`src/rtl/shifter_pkg.sv`:
```
// Shared types and defaults for the shifter family (left barrel shifter and
// the multicycle right shifter).
package shifter_pkg;

    typedef enum logic [1:0] {
        IDLE  = 2'd0,
        SHIFT = 2'd1,
        DONE  = 2'd2
    } shift_state_t;

    // Operand width used by default across the shifter blocks and their benches.
    localparam int SHIFT_DEFAULT_W = 8;

endpackage

```
`src/rtl/multicycle_right_shifter.sv`:
```
// Divides an N-bit operand by 2**base2exp, one bit per clock, with a
// start/busy/done handshake and a sticky bit for lost precision.
//
//   state | meaning
//   ------+-------------------------------------------------------------
//   IDLE  | waiting for start; data_out holds the last result
//   SHIFT | shifting one bit per cycle, count_q holds the shifts left
//   DONE  | one-cycle done pulse; start here is accepted back-to-back
module multicycle_right_shifter
    import shifter_pkg::*;
#(
    parameter int N    = SHIFT_DEFAULT_W,
    parameter int EXPW = $clog2(N)
) (
    input  logic            clk,
    input  logic            rstN,
    input  logic            start,
    input  logic [N-1:0]    data_in,
    input  logic [EXPW-1:0] base2exp,
    input  logic            arith,
    output logic            busy,
    output logic            done,
    output logic [N-1:0]    data_out,
    output logic            sticky
);

    shift_state_t    state_q, state_d;
    logic [N-1:0]    work_q, work_d;
    logic [EXPW-1:0] count_q, count_d;
    logic            arith_q, arith_d;
    logic            sticky_q, sticky_d;

    always_ff @(posedge clk or negedge rstN) begin
        if (!rstN) begin
            state_q  <= IDLE;
            work_q   <= '0;
            count_q  <= '0;
            arith_q  <= 1'b0;
            sticky_q <= 1'b0;
        end else begin
            state_q  <= state_d;
            work_q   <= work_d;
            count_q  <= count_d;
            arith_q  <= arith_d;
            sticky_q <= sticky_d;
        end
    end

    always_comb begin
        state_d  = state_q;
        work_d   = work_q;
        count_d  = count_q;
        arith_d  = arith_q;
        sticky_d = sticky_q;

        case (state_q)
            IDLE, DONE: begin
                if (start) begin
                    work_d   = data_in;
                    count_d  = base2exp;
                    arith_d  = arith;
                    sticky_d = 1'b0;
                    state_d  = (base2exp == '0) ? DONE : SHIFT;
                end else begin
                    state_d = IDLE;
                end
            end
            SHIFT: begin
                work_d   = {(arith_q & work_q[N-1]), work_q[N-1:1]};
                sticky_d = sticky_q | work_q[0];
                count_d  = count_q - EXPW'(1);
                // The edge that performs the last shift also enters DONE.
                if (count_q == EXPW'(1)) begin
                    state_d = DONE;
                end
            end
            default: begin
                state_d = IDLE;
            end
        endcase
    end

    assign busy     = (state_q == SHIFT);
    assign done     = (state_q == DONE);
    assign data_out = work_q;
    assign sticky   = sticky_q;

endmodule

```
`config.mk`:
```
export PLATFORM = sky130hd
export DESIGN_NAME = multicycle_right_shifter
export DESIGN_NICKNAME = d
export VERILOG_FILES = /design/src/rtl/shifter_pkg.sv /design/src/rtl/multicycle_right_shifter.sv
export SDC_FILE = /design/constraint.sdc
export NUM_CORES = 1
export LEC_CHECK = 0
export BUFFER_PORTS_ARGS = -buffer_cell sky130_fd_sc_hd__buf_4
export CORE_AREA = 4 4 43 45
export CTS_CLUSTER_SIZE = 10
export DETAILED_ROUTE_END_ITERATION = 16
export DIE_AREA = 0 0 47 49
export GPL_TIMING_DRIVEN = 0
export HOLD_SLACK_MARGIN = 0.15
export PLACE_DENSITY = 0.87
export SYNTH_ARGS = -nofsm -noshare
export SYNTH_HDL_FRONTEND = slang
export SYNTH_SLANG_ARGS = --single-unit
```
`constraint.sdc`:
```
create_clock -name clk -period 3.1 [get_ports clk]
set_clock_uncertainty 0.2 [all_clocks]
set_input_delay 0.155 -clock clk [delete_from_list [all_inputs] [get_ports clk]]
set_output_delay 0.155 -clock clk [all_outputs]
set_load 0.01 [all_outputs]
```
==> results.md <==
- Status: finished, final reports clean
- Hpwl dp: 1220 um
- FF-to-FF Start: state_q[1]
- Initial antenna violation count: 0
- Crit path time final: 1.92 ns
- Average size of a mapped cell: 10.1 um^2
- Synth Instances: 68
- Comb power frac: 52.4%
- Synth unique cells: 23
- DIE HEIGHT: 49 um
- Clock latency at the later pin of the worst-skew pair: 0.29 ns
- CP startpoint kind: flip-flop
- Setup TNS: 0 ns
- Internal: 603 uW
- Post-synth top area cell: dfrtp_1
- PwrDens: 945 mW/mm^2
- Worst stage delay on the critical path: 0.57 ns
- Worst-path fanout max: 10
- Relative slew margins: 55.6%
- DR vias/cell: 5.55
- Hold path start: arith_q
- Pwr Total: 1020 uW
- CP bufs+invs: 2
- I/O Buffers: 25
- Core box area: 0.00147 mm^2
- Max Root-Sink Buffers: 2
- Max cap viols: 0
- Tightest Pin Transition: 0.664 ns
- Row count: 14
- First-pass GRT wire length: 3110 um
- Cell Area, Synth: 686 um^2
- Hold Crit Depth: 2
- Post-layout nets: 131
- Worst hold slack: 0.289 ns
- H-tree levels: 1
- Slowest cell on the critical path: dlygate4sd3_1
- Place WS: 1.66 ns
- Inserted Diodes: 0
- Crit share post-route: 62.1%
- Reg clk slew, reported paths: 0.09 ns
- CP endpoint kind: flip-flop
- Die area: 0.00230 mm^2
- Die span in x: 47 um
- Largest net degree at the start of global routing: 16
- # DRC: 0
- GR Overflow Total: 0
- Worst reg-to-reg path cell count: 5
- RD Place Congestion: 0.886
- Seq cells post-synth: 15
- CTS sink cnt: 15
- Fin. Hold Viols: 0
- Clock share of power: 11.2%
- DRT Wirelength: 2000 um
- Net Switching: 418 uW
- CTS tree: done
- Starting density of the core: 46.6%
- Top cell type's share of synthesized area: 54.7%
- YS warnings: 0
- Worst endpoint required time: 3.07 ns
- Initial DRC Count: 23
- Register area share after synthesis: 54.7%
- Synth top area cells: dfrtp_1, o22ai_1, nor3_1
- DRT Pass-1 Iters: 4
- Pins over their slew limit: 0
- Io pins: 26
- Synthesized net count: 85
- Vias in the first global route: 708
- Flop pwr share: 36.4%
- Final setup margin: 1.18 ns
- DR WL/cell: 15.5 um
- R2R setup slack: 1.18 ns
- Reg-to-Reg End: data_out[0]
- Worst Hold End: arith_q
- CP startpoint: state_q[1]
- Synthesis-to-layout area growth: 57.5%
- Layout cells sized above 1: 29.2%
- Worst-path cell chain: nand2b_2 > buf_2 > o22ai_1 > dlygate4sd3_1 > a21oi_1
- Worst ir drop on vdd: 0.000608 V
- Hold Crit Class: reg -> reg
- Fmax: 520 MHz
- P_leak: 0.000521 uW
- CP arrival: 1.89 ns
- WS Path Type: reg -> reg
- Total CTS buffers: 3
- Routed Antenna Nets: 0
- Crit path max-delay family: buffers and inverters
- Final count of negative-setup-slack endpoints: 0
- Sw frac: 41.0%
- RSZ-0062 raised after global routing: false
- Clock Tree Root: clkbuf_4
- Global Route Usage Sum: 19.0%
- Vias: 716
## worst min-delay path, delay by kind of cell (launching register included)
family	cells	cell delay, ns
flops	1	0.35
simple gates	2	0.10
## state kept, by name (all words and copies together) (netlist names)
signal and count:
arith_q 1, sticky 1, state_q 2, data_out 8, count_q 3
## cells in the final DEF, fill, tap and decap left out, types with 2 or more instances in the layout
cell / count
buf_4: 25
dlygate4sd3_1: 16
dfrtp_1: 15
o22ai_1: 8
nor2_1: 7
nor3_1: 6
nand2_1: 6
inv_1: 3
nor2b_1: 3
clkbuf_4: 3
buf_2: 2
a21oi_1: 2
nand3_1: 2
ha_1: 2
## logic make-up after synthesis
kind of cell,count (synthesis),synth area share (%)
compound gates,17,17.0
fa+ha+maj,2,3.65
buf+inv,7,5.66
flops,15,54.7
simple gates,27,19.0
## synth_stat cells
cell	count
a22oi_1	1
buf_6	1
o21ai_1	1
nor2b_1	3
a21oi_1	2
nor2_1	7
a22o_1	1
dfrtp_1	15
o22ai_1	8
nand3b_1	1
inv_1	3
buf_2	2
o211ai_1	1
nand2_1	6
ha_1	2
a32o_1	1
nand3_1	2
a221o_1	1
inv_4	1
nand2b_2	1
nand2b_1	1
nor3_1	6
a21o_1	1
## per-layer routing
layer  GRT usage (%)  wire length (um)
met5               0                 0
met4            8.76                46
met3            3.32               115
met2            34.2              1090
met1            20.1               754
## how the worst max path moves through the flow
stage / endpoint / slack, ns / cells after the start
floorplan: count_q[1] / 1.75 / 4
global placement: count_q[1] / 1.66 / 4
detailed placement: count_q[1] / 1.66 / 4
CTS: data_out[0] / 1.23 / 5
global route: data_out[0] / 1.12 / 5
finish: data_out[0] / 1.18 / 5
## through the flow
step	instances	utilization, %	area (um^2)
after floorplan	68	-	686
after global placement	109	60.7	893
after detailed placement	109	60.7	893
after CTS	129	73.4	1080
after global routing	129	73.4	1080
final	129	73.4	1080
## layout make-up
cell class / instances / area (um^2)
Fill cell: 105 / 392
Tap cell: 16 / 20.0
Clock buffer: 4 / 26.3
Inverter: 4 / 17.5
Multi-Input combinational cell: 46 / 272
Timing Repair Buffer: 41 / 348
Buffer: 3 / 21.3
Sequential cell: 15 / 375
## timing repair
action,CTS,global route
hold buffers,16,0
buffers inserted,0,0
resized for setup,0,0
endpoints found under the hold margin,29,0
## power groups by stage
stage               clock, uW  combinational, uW  sequential [uW]
floorplan                   0                285              384
CTS                       115                525              367
detailed placement          0                497              370
global placement            0                483              364
finish                    115                535              371
global route              123                585              382
(Power assumes the default switching activity.)
